<file path="src/rtl/chacha_wb_if.sv">
// rtl/chacha_wb_if.sv - Wishbone register front end for a ChaCha keystream core
//
// Purpose:
//   Holds the key, nonce and block counter for a downstream ChaCha core.
//   Starts the core on request and captures the 16 keystream words it
//   returns. When a block is complete it advances the counter and can
//   raise a level interrupt.
//
// Ports:
//   wb_clk_i           single clock, rising edge
//   resetb             asynchronous active-low reset
//   wbs_cyc_i/stb_i/we_i/sel_i/adr_i/dat_i   Wishbone classic slave request
//   wbs_ack_o/dat_o    Wishbone response (ack one cycle after request)
//   key_o/nonce_o/ctr_o  core parameters, straight from the registers
//   core_start_o       one-cycle start pulse to the core
//   core_word_valid_i/core_word_i  keystream words from the core, word 0 first
//   irq_o              block-ready interrupt (VALID & IRQ_EN, registered)
//
// Word map (byte offset from BASE_ADDR):
//   0x00 CTRL  [0] START (self-clearing), [1] IRQ_EN
//   0x04 STATUS [0] BUSY, [1] VALID (read-only)
//   0x10-0x2C KEY[0..7], 0x30 CTR, 0x34-0x3C NONCE[0..2], 0x40-0x7C OUT[0..15]

module chacha_wb_if #(
   parameter logic [31:0] BASE_ADDR = 32'h3000_0000
) (
   input  logic         wb_clk_i,
   input  logic         resetb,
   input  logic         wbs_cyc_i,
   input  logic         wbs_stb_i,
   input  logic         wbs_we_i,
   input  logic [3:0]   wbs_sel_i,
   input  logic [31:0]  wbs_adr_i,
   input  logic [31:0]  wbs_dat_i,
   output logic         wbs_ack_o,
   output logic [31:0]  wbs_dat_o,
   output logic [255:0] key_o,
   output logic [95:0]  nonce_o,
   output logic [31:0]  ctr_o,
   output logic         core_start_o,
   input  logic         core_word_valid_i,
   input  logic [31:0]  core_word_i,
   output logic         irq_o
);

   typedef enum logic [1:0] {
      IDLE  = 2'd0,
      RUN   = 2'd1,
      READY = 2'd2
   } state_t;

   state_t state_q;
   state_t state_nx;

   logic [7:0][31:0]  key_q;
   logic [2:0][31:0]  nonce_q;
   logic [31:0]       ctr_q;
   logic [15:0][31:0] out_q;
   logic [3:0]        idx_q;
   logic              valid_q;
   logic              irq_en_q;

   logic              sel_hit;
   logic              accept;
   logic              wr;
   logic              rd;
   logic [5:0]        word_sel;
   logic              busy;
   logic              start_fire;
   logic              done_fire;
   logic              store_fire;
   logic [31:0]       rdata;
   logic              unused_ok;

   assign sel_hit  = wbs_cyc_i & wbs_stb_i & (wbs_adr_i[31:8] == BASE_ADDR[31:8]);
   // Blocking accept while ack is high gives the one-cycle gap between acks
   // for a request that is held across cycles.
   assign accept   = sel_hit & ~wbs_ack_o;
   assign wr       = accept & wbs_we_i;
   assign rd       = accept & ~wbs_we_i;
   assign word_sel = wbs_adr_i[7:2];
   assign busy     = (state_q == RUN);
   assign store_fire = busy & core_word_valid_i;

   assign key_o   = key_q;
   assign nonce_o = nonce_q;
   assign ctr_o   = ctr_q;

   assign unused_ok = ^{wbs_adr_i[1:0], wbs_dat_i[31:2]};

   function automatic logic [31:0] byte_merge(input logic [31:0] old_val,
                                              input logic [31:0] new_val,
                                              input logic [3:0]  be);
      logic [31:0] res;
      for (int b = 0; b < 4; b++) begin
         res[b*8 +: 8] = be[b] ? new_val[b*8 +: 8] : old_val[b*8 +: 8];
      end
      return res;
   endfunction

   // Next-state logic. The write takes effect on the accepting edge, which
   // is the same edge that raises ack, so core_start_o is high in the ack cycle.
   always_comb begin
      state_nx   = state_q;
      start_fire = 1'b0;
      done_fire  = 1'b0;
      case (state_q)
         IDLE, READY: begin
            if (wr && (word_sel == 6'd0) && wbs_sel_i[0] && wbs_dat_i[0]) begin
               start_fire = 1'b1;
               state_nx   = RUN;
            end
         end
         RUN: begin
            if (core_word_valid_i && (idx_q == 4'd15)) begin
               done_fire = 1'b1;
               state_nx  = READY;
            end
         end
         default: state_nx = IDLE;
      endcase
   end

   always_ff @(posedge wb_clk_i or negedge resetb) begin
      if (!resetb) begin
         state_q <= IDLE;
      end else begin
         state_q <= state_nx;
      end
   end

   // Read mux; OUT words are hidden until a full block is present.
   always_comb begin
      rdata = '0;
      if (word_sel[5:4] == 2'b01) begin
         if (valid_q) begin
            rdata = out_q[word_sel[3:0]];
         end
      end else if (word_sel[5:4] == 2'b00) begin
         case (word_sel[3:0])
            4'd0:  rdata = {30'd0, irq_en_q, 1'b0};
            4'd1:  rdata = {30'd0, valid_q, busy};
            4'd4:  rdata = key_q[0];
            4'd5:  rdata = key_q[1];
            4'd6:  rdata = key_q[2];
            4'd7:  rdata = key_q[3];
            4'd8:  rdata = key_q[4];
            4'd9:  rdata = key_q[5];
            4'd10: rdata = key_q[6];
            4'd11: rdata = key_q[7];
            4'd12: rdata = ctr_q;
            4'd13: rdata = nonce_q[0];
            4'd14: rdata = nonce_q[1];
            4'd15: rdata = nonce_q[2];
            default: rdata = '0;
         endcase
      end
   end

   always_ff @(posedge wb_clk_i or negedge resetb) begin
      if (!resetb) begin
         wbs_ack_o    <= 1'b0;
         wbs_dat_o    <= '0;
         core_start_o <= 1'b0;
         irq_o        <= 1'b0;
         key_q        <= '0;
         nonce_q      <= '0;
         ctr_q        <= '0;
         out_q        <= '0;
         idx_q        <= '0;
         valid_q      <= 1'b0;
         irq_en_q     <= 1'b0;
      end else begin
         wbs_ack_o    <= accept;
         wbs_dat_o    <= rd ? rdata : 32'd0;
         core_start_o <= start_fire;
         irq_o        <= valid_q & irq_en_q;

         if (wr && (word_sel == 6'd0) && wbs_sel_i[0]) begin
            irq_en_q <= wbs_dat_i[1];
         end

         // Parameter registers are frozen while the core is using them.
         if (wr && !busy && (word_sel[5:4] == 2'b00)) begin
            case (word_sel[3:0])
               4'd4:  key_q[0]   <= byte_merge(key_q[0], wbs_dat_i, wbs_sel_i);
               4'd5:  key_q[1]   <= byte_merge(key_q[1], wbs_dat_i, wbs_sel_i);
               4'd6:  key_q[2]   <= byte_merge(key_q[2], wbs_dat_i, wbs_sel_i);
               4'd7:  key_q[3]   <= byte_merge(key_q[3], wbs_dat_i, wbs_sel_i);
               4'd8:  key_q[4]   <= byte_merge(key_q[4], wbs_dat_i, wbs_sel_i);
               4'd9:  key_q[5]   <= byte_merge(key_q[5], wbs_dat_i, wbs_sel_i);
               4'd10: key_q[6]   <= byte_merge(key_q[6], wbs_dat_i, wbs_sel_i);
               4'd11: key_q[7]   <= byte_merge(key_q[7], wbs_dat_i, wbs_sel_i);
               4'd12: ctr_q      <= byte_merge(ctr_q, wbs_dat_i, wbs_sel_i);
               4'd13: nonce_q[0] <= byte_merge(nonce_q[0], wbs_dat_i, wbs_sel_i);
               4'd14: nonce_q[1] <= byte_merge(nonce_q[1], wbs_dat_i, wbs_sel_i);
               4'd15: nonce_q[2] <= byte_merge(nonce_q[2], wbs_dat_i, wbs_sel_i);
               default: ;
            endcase
         end

         if (start_fire) begin
            valid_q <= 1'b0;
            idx_q   <= 4'd0;
         end

         if (store_fire) begin
            out_q[idx_q] <= core_word_i;
            idx_q        <= idx_q + 4'd1;
         end

         // Placed last so the counter increment overrides any CTR write.
         if (done_fire) begin
            valid_q <= 1'b1;
            ctr_q   <= ctr_q + 32'd1;
         end
      end
   end

endmodule

</file>
<file path="config.mk">
export PLATFORM = sky130hd
export DESIGN_NAME = chacha_wb_if
export DESIGN_NICKNAME = d
export VERILOG_FILES = /design/src/rtl/chacha_wb_if.sv
export SDC_FILE = /design/constraint.sdc
export NUM_CORES = 1
export LEC_CHECK = 0
export BUFFER_PORTS_ARGS = -buffer_cell sky130_fd_sc_hd__buf_2
export CORE_UTILIZATION = 25
export CTS_CLUSTER_DIAMETER = 60
export CTS_CLUSTER_SIZE = 25
export DETAILED_ROUTE_END_ITERATION = 16
export GPL_TIMING_DRIVEN = 0
export MAX_ROUTING_LAYER = met4
export SYNTH_ARGS = -nofsm -noshare
export SYNTH_HDL_FRONTEND = slang
export SYNTH_SLANG_ARGS = --single-unit
</file>
<file path="constraint.sdc">
create_clock -name wb_clk_i -period 2.5 [get_ports wb_clk_i]
set_input_delay 0.375 -clock wb_clk_i [delete_from_list [all_inputs] [get_ports wb_clk_i]]
set_output_delay 0.375 -clock wb_clk_i [all_outputs]
set_load 0.01 [all_outputs]
</file>
==> results.py, run 1 <==
metrics = {
    "logic_synthesis": {
        "synthesis.area_mm2": 0.04303,
        "synth_compound_area_share_pct": 5.470,
        "synthAdderAreaFrac_pct": 0.1454,
        "syn_area_per_cell_um2": 14.25,
        "synth_edf_count": 0,
        "synth_cell_types": 72,
        "yosysTopAreaCell": "dfrtp_1",
        "synth_nets": 3130,
        "netlist_instances": 3019,
        "synth.mux.area_fraction_pct": 30.28,
        "yosysMostFrequentCell": "dfrtp_1",
        "ys_seq_area_share_pct": 54.61,
        "ys.flop_type": "dfrtp_1",
        "yosysTopAreaCellShare_pct": 54.61,
        "yosys.area_share.simple_pct": 6.944,
        "synth_xor_area_share_pct": 0.06107,
        "synth-async-reset-ratio_pct": 100.0,
        "yosys_register_bits": 939,
        "yosys_warnings": 0,
        "synth_common_cells": "dfrtp_1, mux2_2, nand2_1",
        "synth_top_family_by_area": "multiplexers",
        "ys_top_cells_by_area": "dfrtp_1, mux2_2, mux4_2",
    },
    "global_routing": {
        "grt_pass1_wl_um": 246300,
        "grt_pass1_vias": 31006,
        "grt_overflow_total": 0,
        "antenna_found_initial": 17,
        "grt_max_degree": 122,
        "grt_use_total_pct": 20.54,
    },
    "setup_path": {
        "critPathMaxStageDelay_ns": 0.57,
        "crit_path_end_kind": "register",
        "worstPathArrival_ns": 3.16,
        "critPathBufInv": 5,
        "worstSetupPathType": "input pin to register",
        "cp-start-kind": "input pin",
        "crit_top_cell": "buf_2",
        "critPathSlowestCell": "nor4b_2",
        "required_ns": 3.07,
        "path_cells": "buf_2 -> buf_2 -> buf_2 -> nor4b_2 -> buf_4 -> clkbuf_4 -> a22oi_1 -> nand4_1 -> nor2_2 -> o22ai_1",
        "crit_fanout": 12,
        "crit_family": "buffers and inverters",
    },
    "floorplan": {
        "start_util_pct": 25.28,
        "die-area_mm2": 0.1738,
        "die_y_um": 416.9,
        "row_count": 151,
        "die_width_um": 416.9,
        "ios": 525,
        "core_mm2": 0.1702,
    },
    "timing": {
        "hold_slack_ns": -0.3025,
        "tightest_slew_ns": 0.8977,
        "slew_headroom_pct": 40.09,
        "setup-tns-final_ns": -0.3883,
        "setup_violations": 18,
        "hold_violations": 93,
        "fin_ws_ns": -0.09510,
        "skew_ns": 0.03214,
        "rsz0062_at_grt": "true",
        "timing.fmax_mhz": 385.3,
        "min_period_ns": 2.595,
        "final-max-slew-violation-count": 0,
        "period_share_pct": 103.8,
    },
    "finish": {
        "syn_to_final_growth_pct": 24.28,
        "drive_above_1_share_pct": 52.21,
        "instances_no_fill": 6105,
        "nets": 3841,
        "fill_cells": 17061,
        "final_cell_area_mm2": 0.05347,
        "utilization_pct": 31.41,
    },
    "pwr": {
        "seqPwrFrac_pct": 48.9,
        "ir_drop_mv": 0.6272,
        "sw_frac_of_total_pct": 27.69,
        "clkPwrFrac_pct": 46.5,
        "power_frac_comb_pct": 4.6,
        "power_mw": 31.05,
        "internal_power_mw": 22.45,
        "switching_power_mw": 8.597,
        "p_leak_nw": 26.86,
        "p_per_area_mw_per_mm2": 580.6,
    },
    "route": {
        "via_count": 30538,
        "post_drt_wl_per_cell_um": 28.89,
        "drt_iter0_markers": 2361,
        "ant_nets": 0,
        "post-route-drc-count": 0,
        "dr.pass1.iters": 5,
        "vias_per_cell": 5.002,
        "drt_wl_total_um": 176400,
    },
    "flow_run": {
        "maxCapViolations": 0,
    },
    "clocking": {
        "cts_inserted_buffers": 81,
        "clk_path_buf_depth": 3,
        "path_clk_slew_ns": 0.08,
        "clockRootBuffer": "clkbuf_16",
        "htreeDepth": 3,
        "cts_tree": "built",
        "clock_latency_ns": 0.73,
        "cts_hold_buf": 58,
        "numClockSinks": 939,
    },
    "place": {
        "dp.cells": 5848,
        "portBuffers": 522,
        "place_congestion": 0.8973,
        "post-place-ws_ns": -2.443,
        "dpl-instance-area_mm2": 0.04881,
        "dp_hpwl_um": 132800,
    },
    "run_status": {
        "failed_checks": "negative hold slack, negative setup slack",
        "status": "finished with violations",
    },
    "worst_hold_path": {
        "hold_class": "input pin to async pin",
    },
}
-- path summary, 6_finish.rpt --
kind                                   startpoint                      end  slack (ns)  cells past startpoint
setup reg to reg             ctr_o[2]$_DFFE_PN0P_    ctr_o[24]$_DFFE_PN0P_        0.01                      5
min in group wb_clk_i                wbs_dat_i[3]     ctr_o[3]$_DFFE_PN0P_        0.05                      2
hold / removal                             resetb   out_q[440]$_DFFE_PN0P_       -0.30                      1
hold reg to reg            out_q[493]$_DFFE_PN0P_   out_q[493]$_DFFE_PN0P_        0.48                      2
max in group asynchronous                  resetb  nonce_o[35]$_DFFE_PN0P_        0.65                      4
setup / recovery                     wbs_adr_i[4]  wbs_dat_o[17]$_DFF_PN0_        -0.1                     10
-- what timing repair did --
action	4_1_cts	5_1_grt
hold endpoints to repair	320	93
resized for setup	152	27
pin swaps	27	6
buffers inserted	35	7
setup endpoints to repair	914	253
-- layer usage --
layer,up-vias,share of wire (%),GRT usage [%]
met4,0,5.7,10.15
li1,12770,-,-
met3,319,5.5,3.335
met2,1158,50,34.18
met5,-,0,-
met1,16291,39,24.05
-- placed cells by master (no fill, tap or decap), types with 19 or more instances in the layout --
master / netlist / routed
buf_4: 10 / 71
a22oi_1: 114 / 114
nand3_1: 33 / 32
clkbuf_1: 111 / 81
mux2_2: 861 / 861
nor2_8: 25 / 25
mux2i_1: 38 / 38
buf_2: 76 / 579
a22o_1: 37 / 37
nand4_1: 37 / 37
dfrtp_1: 939 / 938
nor2_1: 89 / 70
o22ai_1: 32 / 19
and3_1: 21 / 21
mux4_2: 128 / 128
nand2_1: 154 / 153
a21oi_1: 35 / 33
clkbuf_16: 0 / 81
clkbuf_2: 1 / 22
nor2_4: 13 / 28
a221oi_1: 38 / 38
dlygate4sd3_1: 0 / 58
-- sequential cells by signal, summed over array words and instances, names as in the netlist, 2 cells and up --
signal     flops
out_q        512
key_o        256
nonce_o       96
ctr_o         32
wbs_dat_o     32
idx_q          4
state_q        2
-- layout make-up --
| type | instances | area [um^2] | share of cell area (%) |
|---|---|---|---|
| Multi-Input combinational cell | 1838 | 18830 | 35.21 |
| Sequential cell | 939 | 23500 | 43.95 |
| Timing Repair Buffer | 634 | 3951 | 7.389 |
| Clock buffer | 84 | 2048 | 3.830 |
| Antenna cell | 12 | 30.03 | 0.05616 |
| Inverter | 11 | 41.29 | 0.07722 |
| Buffer | 225 | 1211 | 2.265 |
| Tap cell | 2295 | 2872 | 5.370 |
| Clock inverter | 67 | 994.7 | 1.860 |
-- power by group through the flow --
stage	sequential [mW]	clock [mW]	combinational (mW)
floorplan	15.5	0	0.423
global placement	15.5	0	1.27
CTS	15.2	14.7	1.45
global route	15.2	15.2	1.53
finish	15.2	14.4	1.43
detailed placement	15.5	0	1.33
-- kinds of logic (layout without fill, tap and decap cells) --
logic type | count (synthesis) | after routing
mux | 1033 | 1033
simple gates | 482 | 482
flops | 939 | 939
compound gates | 315 | 315
other cells | 0 | 12
xor+xnor | 3 | 3
buf+inv | 242 | 1021
fa+ha+maj | 5 | 5
-- worst register-to-register path, stage by stage, from the launching register on --
cell     delay, ns
dfrtp_1       0.67
nand3_2       0.34
nor4_4        0.53
nand3_1       0.20
mux2_2        0.32
a211o_1       0.29
No activity file was read; power rests on OpenSTA's default activity.
==> run 2, diff against run 1 <==
BUFFER_PORTS_ARGS = not set   (was -buffer_cell sky130_fd_sc_hd__buf_2)
DONT_BUFFER_PORTS = 1   (was not set)
SETUP_SLACK_MARGIN = 0.05   (was not set)
==> run 2 against run 1 <==
Against the previous run: the flow finishes with violations (negative hold slack, max-slew violations, negative setup slack); global-route usage increased by 0.38 points; combinational power down 30%; die area stayed put; final area fell by 4.7%; sequential share of layout area up 2.2 points; power fell by 0.68%; critical path type is now input pin to async pin; highest routed layer unchanged; utilization shrank 1.5 points; clock power hardly changed; non-clock buffer count down 510; wire length up 1.4%; setup slack got worse by 1.3 ns; via count fell by 5.7%.
==> results.py, run 2 (same netlist as run 1, synthesis figures left out) <==
metrics = {
    "global_routing": {
        "grt_pass1_wl_um": 247300,
        "grt_overflow_total": 0,
        "grt_pass1_vias": 29217,
        "antenna_found_initial": 12,
        "grt_max_degree": 940,
        "grt_use_total_pct": 20.92,
    },
    "clocking": {
        "htreeDepth": 3,
        "numClockSinks": 939,
        "cts_tree": "built",
        "clock_latency_ns": 0.72,
        "path_clk_slew_ns": 0.08,
        "clk_path_buf_depth": 3,
        "cts_hold_buf": 68,
        "cts_inserted_buffers": 82,
        "clockRootBuffer": "clkbuf_16",
    },
    "finish": {
        "largest_reg_flops": 512,
        "drive_above_1_share_pct": 44.63,
        "final_cell_mix": "dfrtp_1, mux2_2, nand2_1",
        "instances_no_fill": 5606,
        "final_cell_area_mm2": 0.05098,
        "syn_to_final_growth_pct": 18.48,
        "utilization_pct": 29.95,
        "nets": 3332,
        "final_common_cell": "dfrtp_1",
        "top_register": "out_q",
    },
    "floorplan": {
        "die_y_um": 416.9,
        "row_count": 151,
        "start_util_pct": 25.28,
        "die-area_mm2": 0.1738,
        "die_width_um": 416.9,
        "core_mm2": 0.1702,
        "ios": 525,
    },
    "route": {
        "dr.pass1.iters": 6,
        "drt_iter0_markers": 2466,
        "drt_wl_total_um": 178900,
        "vias_per_cell": 5.137,
        "post-route-drc-count": 0,
        "post_drt_wl_per_cell_um": 31.91,
        "ant_nets": 0,
        "via_count": 28797,
    },
    "timing": {
        "timing.fmax_mhz": 257.3,
        "final-max-slew-violation-count": 907,
        "skew_ns": 0.03339,
        "tightest_slew_ns": 5.757,
        "fin_ws_ns": -1.387,
        "hold_slack_ns": -0.5625,
        "setup_violations": 590,
        "rsz0062_at_grt": "true",
        "period_share_pct": 155.5,
        "min_period_ns": 3.887,
        "slew_headroom_pct": -283.8,
        "hold_violations": 204,
    },
    "pwr": {
        "p_leak_nw": 24.16,
        "p_per_area_mw_per_mm2": 604.9,
        "ir_drop_mv": 0.5258,
    },
    "place": {
        "post-place-ws_ns": -2.126,
        "dpl-instance-area_mm2": 0.04594,
        "place_congestion": 0.8942,
        "dp_hpwl_um": 128900,
        "portBuffers": 0,
        "dp.cells": 5314,
    },
    "setup_path": {
        "cp-start-kind": "input pin",
        "worstPathArrival_ns": 3.03,
        "r2r_setup_slack_ns": 0.06,
        "worstSetupPathType": "input pin to async pin",
        "required_ns": 1.64,
        "crit_path_end_kind": "async pin",
        "crit_fanout": 939,
    },
    "flow_run": {
        "maxCapViolations": 0,
    },
    "run_status": {
        "failed_checks": "negative hold slack, max-slew violations, negative setup slack",
        "status": "finished with violations",
    },
    "worst_hold_path": {
        "hold_class": "input pin to async pin",
    },
}
[run 2: metal layers]
metal	vias up	share of wire, %	GRT usage [%]
met5	-	0	-
met1	15474	37	23.24
met4	0	6.7	11.70
li1	11744	-	-
met3	375	6.8	5.019
met2	1204	49	34.45
[run 2: area by class of cell]
type / instances / area (um^2)
fillers: 17099 / 119200
flip-flops and latches: 939 / 23500
multi-input cells: 1838 / 18880
well taps: 2295 / 2872
clock buffers: 88 / 2168
repair buffers: 120 / 1309
plain buffers: 229 / 1231
clock inverters: 64 / 918.4
diodes: 22 / 55.05
inverters: 11 / 41.29
[run 2: path summary, 6_finish.rpt]
kind	start	endpoint	cells after the start
setup / recovery	resetb	ctr_o[12]$_DFFE_PN0P_	0
hold / removal	resetb	out_q[312]$_DFFE_PN0P_	0
setup reg to reg	wbs_ack_o$_DFF_PN0_	wbs_dat_o[18]$_DFF_PN0_	10
hold reg to reg	out_q[502]$_DFFE_PN0P_	out_q[502]$_DFFE_PN0P_	2
max in group wb_clk_i	wbs_adr_i[5]	wbs_dat_o[0]$_DFF_PN0_	8
min in group wb_clk_i	core_word_i[0]	out_q[480]$_DFFE_PN0P_	3
[run 2: where the power goes]
| group | internal (mW) | total, mW | switching, mW |
|---|---|---|---|
| Combinational | 0.268 | 1.00 | 0.732 |
| Sequential | 15.2 | 15.2 | 0.0000000533 |
| Clock | 7.20 | 14.7 | 7.46 |
| Total | 22.6 | 30.8 | 8.19 |
[run 2: worst register-to-register path, cell delays in order, from the launching register on]
cell and delay (ns):
dfrtp_2 0.46, nor4_4 0.17, buf_4 0.16, nand4_4 0.11
buf_12 0.19, nor2_4 0.07, buf_4 0.17, nand4_1 0.13
buf_4 0.20, clkbuf_4 0.26, o22ai_2 0.38
[run 2: through the flow]
stage / total power [mW] / TNS [ns] / hold slack [ns]
2_1_floorplan: 15.90 / 0 / 0.07941
3_3_place_gp: 16.28 / -535.15 / 0.2746
3_5_place_dp: 16.29 / -432.59 / 0.2855
4_1_cts: 31.08 / 0 / -0.4996
5_1_grt: 31.64 / 0 / -0.6056
6_report: 30.84 / -418.16 / -0.5625
[run 2: what timing repair did]
item / 4_1_cts / 5_1_grt
endpoints found under the hold margin: 1207 / 939
setup endpoints to repair: 910 / 501
gates resized for setup: 149 / 36
setup buffers: 44 / 8
cloned: 0 / 0
pin swaps: 33 / 7
